<file path="src/rtl/pat_fieldbuf.sv">
// pat_fieldbuf: ring of packet buffers between the ingress/egress byte streams and the pat core field port.
// Optional feature macro PATBUF_LEN_EN adds buf_len readback and len_we packet trimming.

module pat_fieldbuf #(
  parameter int bufp_width   = 3,
  parameter int fieldp_width = 5,
  parameter int buffer_width = 8
) (
  input  logic                           clk,
  input  logic                           rst_n,
  input  logic [bufp_width-1:0]          bufp,
  input  logic [fieldp_width-1:0]        fieldp,
  input  logic [fieldp_width-1:0]        fieldwp,
  input  logic [buffer_width-1:0]        field_byte_out,
  input  logic                           field_we,
  output logic [buffer_width-1:0]        field_byte_in,
  input  logic                           buf_done,
  output logic [(1<<bufp_width)-1:0]     buf_full,
  input  logic                           in_valid,
  output logic                           in_ready,
  input  logic [buffer_width-1:0]        in_data,
  input  logic                           in_last,
  output logic                           out_valid,
  input  logic                           out_ready,
  output logic [buffer_width-1:0]        out_data,
  output logic                           out_last
`ifdef PATBUF_LEN_EN
  ,
  input  logic                           len_we,
  output logic [fieldp_width:0]          buf_len
`endif
);

  localparam int NBUF  = 1 << bufp_width;
  localparam int DEPTH = 1 << fieldp_width;
  localparam int AW    = bufp_width + fieldp_width;

  typedef enum logic [2:0] {S_EMPTY, S_FILL, S_FULL, S_DONE, S_DRAIN} buf_state_e;
  typedef logic [fieldp_width:0] len_t;

  localparam len_t LEN_ONE = len_t'(1);

  buf_state_e                state     [NBUF];
  buf_state_e                state_nxt [NBUF];
  len_t                      len       [NBUF];
  logic [buffer_width-1:0]   mem       [NBUF*DEPTH];

  logic [bufp_width-1:0]     fill_ptr, drain_ptr;
  logic [fieldp_width-1:0]   wcnt;
  len_t                      rcnt;

  logic in_fire, in_end, core_full, core_wr, out_fire, drain_end, drain_start, drain_load;
  logic [AW-1:0] in_addr, wr_addr, rd_addr, dr_addr;

  assign in_ready    = (state[fill_ptr] == S_EMPTY) || (state[fill_ptr] == S_FILL);
  assign in_fire     = in_valid & in_ready;
  assign in_end      = in_fire & (in_last | (wcnt == '1));
  assign core_full   = (state[bufp] == S_FULL);
  assign out_fire    = out_valid & out_ready;
  assign drain_end   = out_fire & out_last;
  assign drain_start = (state[drain_ptr] == S_DONE);
  // Keep loading until every byte of the packet has entered the output register.
  assign drain_load  = (state[drain_ptr] == S_DRAIN) && (rcnt < len[drain_ptr]) &&
                       (!out_valid || out_ready);

  assign in_addr = {fill_ptr, wcnt};
  assign wr_addr = {bufp, fieldwp};
  assign rd_addr = {bufp, fieldp};
  assign dr_addr = {drain_ptr, rcnt[fieldp_width-1:0]};

`ifdef PATBUF_LEN_EN
  logic len_wr;
  assign len_wr  = len_we & core_full;
  assign core_wr = field_we & core_full & ~len_we;
`else
  assign core_wr = field_we & core_full;
`endif

  // Ingress, core release and egress always act on buffers in different states,
  // so each transition can simply overwrite its own entry.
  always_comb begin
    // NOTE: start from the current value so every path assigns state_nxt; no latch is inferred.
    state_nxt = state;
    if (in_fire)              state_nxt[fill_ptr]  = in_end ? S_FULL : S_FILL;
    if (buf_done && core_full) state_nxt[bufp]     = S_DONE;
    if (drain_start)          state_nxt[drain_ptr] = S_DRAIN;
    if (drain_end)            state_nxt[drain_ptr] = S_EMPTY;
  end

  // NOTE: packet storage has no reset; every byte is written before it can be drained.
  always_ff @(posedge clk) begin
    if (in_fire) mem[in_addr] <= in_data;
    if (core_wr) mem[wr_addr] <= field_byte_out;
  end

  always_ff @(posedge clk or negedge rst_n) begin
    if (!rst_n) begin
      for (int i = 0; i < NBUF; i++) begin
        state[i] <= S_EMPTY;
        len[i]   <= '0;
      end
      buf_full      <= '0;
      fill_ptr      <= '0;
      drain_ptr     <= '0;
      wcnt          <= '0;
      rcnt          <= '0;
      out_valid     <= 1'b0;
      out_data      <= '0;
      out_last      <= 1'b0;
      field_byte_in <= '0;
`ifdef PATBUF_LEN_EN
      buf_len       <= '0;
`endif
    end else begin
      // NOTE: non-blocking assignments so every register samples pre-edge values.
      for (int i = 0; i < NBUF; i++) begin
        state[i]    <= state_nxt[i];
        buf_full[i] <= (state[i] == S_FULL);
      end

      if (in_fire) begin
        if (in_end) begin
          len[fill_ptr] <= len_t'(wcnt) + LEN_ONE;
          fill_ptr      <= fill_ptr + bufp_width'(1);
          wcnt          <= '0;
        end else begin
          wcnt <= wcnt + fieldp_width'(1);
        end
      end
`ifdef PATBUF_LEN_EN
      if (len_wr) len[bufp] <= len_t'(fieldwp) + LEN_ONE;
      buf_len <= len[bufp];
`endif

      field_byte_in <= mem[rd_addr];

      if (drain_start)     rcnt <= '0;
      else if (drain_load) rcnt <= rcnt + LEN_ONE;

      if (drain_load) begin
        out_valid <= 1'b1;
        out_data  <= mem[dr_addr];
        out_last  <= (rcnt == len[drain_ptr] - LEN_ONE);
      end else if (out_fire) begin
        out_valid <= 1'b0;
      end

      if (drain_end) drain_ptr <= drain_ptr + bufp_width'(1);
    end
  end

endmodule
</file>
<file path="config.mk">
export PLATFORM = sky130hd
export DESIGN_NAME = pat_fieldbuf
export DESIGN_NICKNAME = d
export VERILOG_FILES = /design/src/rtl/pat_fieldbuf.sv
export SDC_FILE = /design/constraint.sdc
export NUM_CORES = 2
export LEC_CHECK = 0
export BUFFER_PORTS_ARGS = -buffer_cell sky130_fd_sc_hd__clkbuf_2
export CAP_MARGIN = 40
export CORE_UTILIZATION = 50
export CTS_CLUSTER_SIZE = 10
export DETAILED_ROUTE_END_ITERATION = 6
export GPL_TIMING_DRIVEN = 1
export PLACE_DENSITY_LB_ADDON = 0.1
export SYNTH_ARGS = -nofsm -noshare
export SYNTH_HDL_FRONTEND = slang
export SYNTH_SLANG_ARGS = --single-unit
</file>
<file path="constraint.sdc">
create_clock -name clk -period 3.35 [get_ports clk]
set_clock_uncertainty 0.05 [all_clocks]
set_input_delay 0.1675 -clock clk [delete_from_list [all_inputs] [get_ports clk]]
set_output_delay 0.1675 -clock clk [all_outputs]
set_load 0.02 [all_outputs]
</file>
==> results.sh <==
export IMPL_yosysMostFrequentCell="mux2_2"
export IMPL_grt_pass1_vias=90100
export IMPL_synthFlopType="edfxtp_1"
export IMPL_p_leak_uw=0.0517
export IMPL_finalWirelength_microns=545000
export IMPL_cts_tree="built"
export IMPL_top_layer_used="met5"
export IMPL_fmax_mhz=290
export IMPL_fin_tns_setup_ns=-0.543
export IMPL_syn_area_sq_um=130000
export IMPL_synth_async_reset_ratio_pct=5.32
export IMPL_grt_overflow_total=0
export IMPL_arrival_ns=4.19
export IMPL_antenna_found_initial=51
export IMPL_place_hpwl_microns=372000
export IMPL_vias_per_cell=7.31
export IMPL_startpoint_type="register"
export IMPL_relSlewSlack_pct=13.9
export IMPL_slowest_delay_ns=0.51
export IMPL_cts_inserted_buffers=281
export IMPL_violations="negative hold slack, negative setup slack"
export IMPL_drt_pre_antenna_iters=6
export IMPL_wl_met1_microns=200000
export IMPL_syn_num_nets=8378
export IMPL_dp_cells=12200
export IMPL_grt_util_all_layers_pct=41.0
export IMPL_clkTransAtPathRegs_ns=0.06
export IMPL_crit_buf_inv=5
export IMPL_clk_insertion_delay_late_ns=0.95
export IMPL_outcome="complete, but fails checks"
export IMPL_root_buffer="clkbuf_16"
export IMPL_cp_data_required_time_ns=4.10
export IMPL_ant_nets=0
export IMPL_timing_final_ws_setup_ns=-0.0974
export IMPL_die_h_microns=512
export IMPL_cts_sinks=2163
export IMPL_drt_initial_drc_count=13700
export IMPL_yosysWarnings=0
export IMPL_slowest_stage="mux4_2"
export IMPL_drt_drc_violations_left=0
export IMPL_worstMarginPinSlew_ns=1.29
export IMPL_holdWs_ns=-0.00394
export IMPL_worst_r2r_setup_slack_ns=-0.1
export IMPL_areaGrowthSynthToFinish_pct=18.8
export IMPL_wl_met2_microns=238000
export IMPL_end_kind="register"
export IMPL_initial_core_util_pct=50.5
export IMPL_synth_cell_types=78
export IMPL_criticalPathCategory="reg -> reg"
export IMPL_die_width_microns=512
export IMPL_ys_seq_area_share_pct=49.5
export IMPL_synth_seq_cells=2163
export IMPL_coreArea_sq_um=258000
export IMPL_cp_max_fo=11
export IMPL_nets=9198
export IMPL_rsz0062_at_grt="yes"
export IMPL_drv_slew=0
export IMPL_synth_edf_count=2048
export IMPL_worstPathCellList="buf_4 > buf_16 > buf_12 > mux4_2 > a22oi_1 > nand4b_1 > buf_4 > nand4_1 > buf_12 > o21ai_2 > o22a_1"
export IMPL_synth_top_area_share_pct=47.3
export IMPL_gp_congestion=1.03
export IMPL_wire_per_inst_microns=42.9
export IMPL_hp_class="in -> reg"
export IMPL_grt_pass1_wl_microns=745000
export IMPL_cp_top_family="buffers and inverters"
export IMPL_vias=92900
export IMPL_finalHoldViolations=1
export IMPL_io_buffers=62
export IMPL_boundaryPins=63
export IMPL_yosys_top_cells_area="edfxtp_1 47%, mux4_2 19%, mux2_2 18%, clkbuf_1 2.3%, dfrtp_1 2.2%"
export IMPL_drv_cap=0
export IMPL_rows=186
export IMPL_postSynthAreaPerCell_sq_um=15.6
export IMPL_syn_inst=8327
export IMPL_ir_drop_mv=0.612
export IMPL_fin_cells=12700
export IMPL_htree_levels=5
export IMPL_drive_above_1_share_pct=57.9
export IMPL_synth_top_area_cell="edfxtp_1"
export IMPL_min_period_over_period_pct=103
export IMPL_cts_buffer_depth=4
export IMPL_setup_viol_count_final=17
export IMPL_grt_max_degree=97
export IMPL_die_area_sq_um=262000
export IMPL_synthTopCellsByCount="2122 x mux2_2, 2048 x edfxtp_1, 1089 x mux4_2"
export IMPL_fin_crit_ns=3.45
export IMPL_wl_met3_microns=68000
export IMPL_power_density_nw_per_um2=404
==> registers in the layout, summed over array words and instances (netlist names) <==
signal	count
buf_full	8
drain_ptr	3
field_byte_in	8
fill_ptr	3
len	48
mem	2048
out_data	8
out_last	1
out_valid	1
rcnt	6
state	24
wcnt	5
==> worst reg2reg max path, delay by kind of cell, from the launching register on <==
family / cells / cell delay [ns]
buf+inv: 5 / 1.07
compound gates: 3 / 0.54
mux: 1 / 0.51
simple gates: 2 / 0.66
flops: 1 / 0.49
==> path summary, 6_finish.rpt <==
check	from	to	cells past startpoint
max	rcnt[0]	out_data[5]	11
min	in_data[1]	mem[0][1]	2
max reg2reg	rcnt[0]	out_data[5]	11
min reg2reg	len[30]	len[30]	1
max in group asynchronous	rst_n	rcnt[3]	4
min in group asynchronous	rst_n	len[22]	4
==> metal layers <==
metal / up-vias / GRT usage (%)
met1: 48800 / 54.4
met2: 6810 / 59.8
met4: 22 / 24.4
met5: - / 0
met3: 1467 / 12.0
li1: 35700 / -
==> cells by family (layout without fill, tap and decap cells) <==
group	count (synthesis)	in the layout	share of synthesized area [%]
muxes	3462	3462	39.2
DFF	2163	2163	49.5
buffers and inverters	1029	1973	3.16
and+or+nand+nor	892	892	4.02
AOI/OAI and AO/OA	751	751	3.86
adders and majority gates	15	15	0.144
xor gates and xnor gates	15	15	0.101
other	0	48	0
==> cell type report <==
type / instances / area, sq um
Fill cell: 19700 / 103000
Sequential cell: 2163 / 64400
Multi-Input combinational cell: 5135 / 62500
Timing Repair Buffer: 1544 / 15300
Clock buffer: 362 / 7500
Tap cell: 3384 / 4230
Clock inverter: 45 / 264
Antenna cell: 48 / 120
Inverter: 22 / 88.8
==> report_power, final <==
part / internal [uW] / switching [uW] / total, uW / leakage, uW
registers: 29600 / 81.8 / 29700 / 0.0199
logic: 2330 / 3180 / 5510 / 0.0281
clock network: 15500 / 11700 / 27300 / 0.00379
==> repair_timing <==
| item | in CTS | in global routing |
|---|---|---|
| setup buffers | 26 | 18 |
| resized for setup | 69 | 124 |
| endpoints found under the hold margin | 535 | 4 |
| endpoints found under the setup margin | 43 | 1084 |
| gates cloned | 4 | 7 |
| hold buffers | 23 | 1 |
| pin swaps | 17 | 26 |
==> stage by stage <==
stage                     total power [uW]  instance area [sq um]  setup WS (ns)  util [%]
after floorplan                      33300                 130000         -0.171         -
after global placement               35400                 145000         -0.688      56.1
after detailed placement             35500                 145000         -0.631      56.2
after CTS                            62400                 153000        -0.0214      59.6
after global routing                 63500                 154000         -0.191      59.9
final                                62500                 154000        -0.0974      60.0
==> placed cells by master, fill, tap and decap left out, types with 18 or more instances in the layout <==
master and instances:
a211oi_1 26, nor3_4 57, clkbuf_2 40, o32ai_1 47, buf_6 47, o221ai_1 36
nor3_2 90, a21oi_1 114, o22ai_1 82, nor2_1 122, buf_4 1143, clkbuf_1 69
dfrtp_1 108, a22oi_1 83, mux4_2 1089, clkinv_1 24, o21bai_1 28, mux2i_1 248
nor3_1 33, clkbuf_16 291, buf_12 248, dlygate4sd3_1 23, edfxtp_1 2048, a22o_1 18
mux2_2 2119, diode_2 48, o21ai_0 165, buf_8 19, nand2_1 266, and3_1 24
nand4_1 20, nand3_1 83
Power figures use the tool's default switching activity.
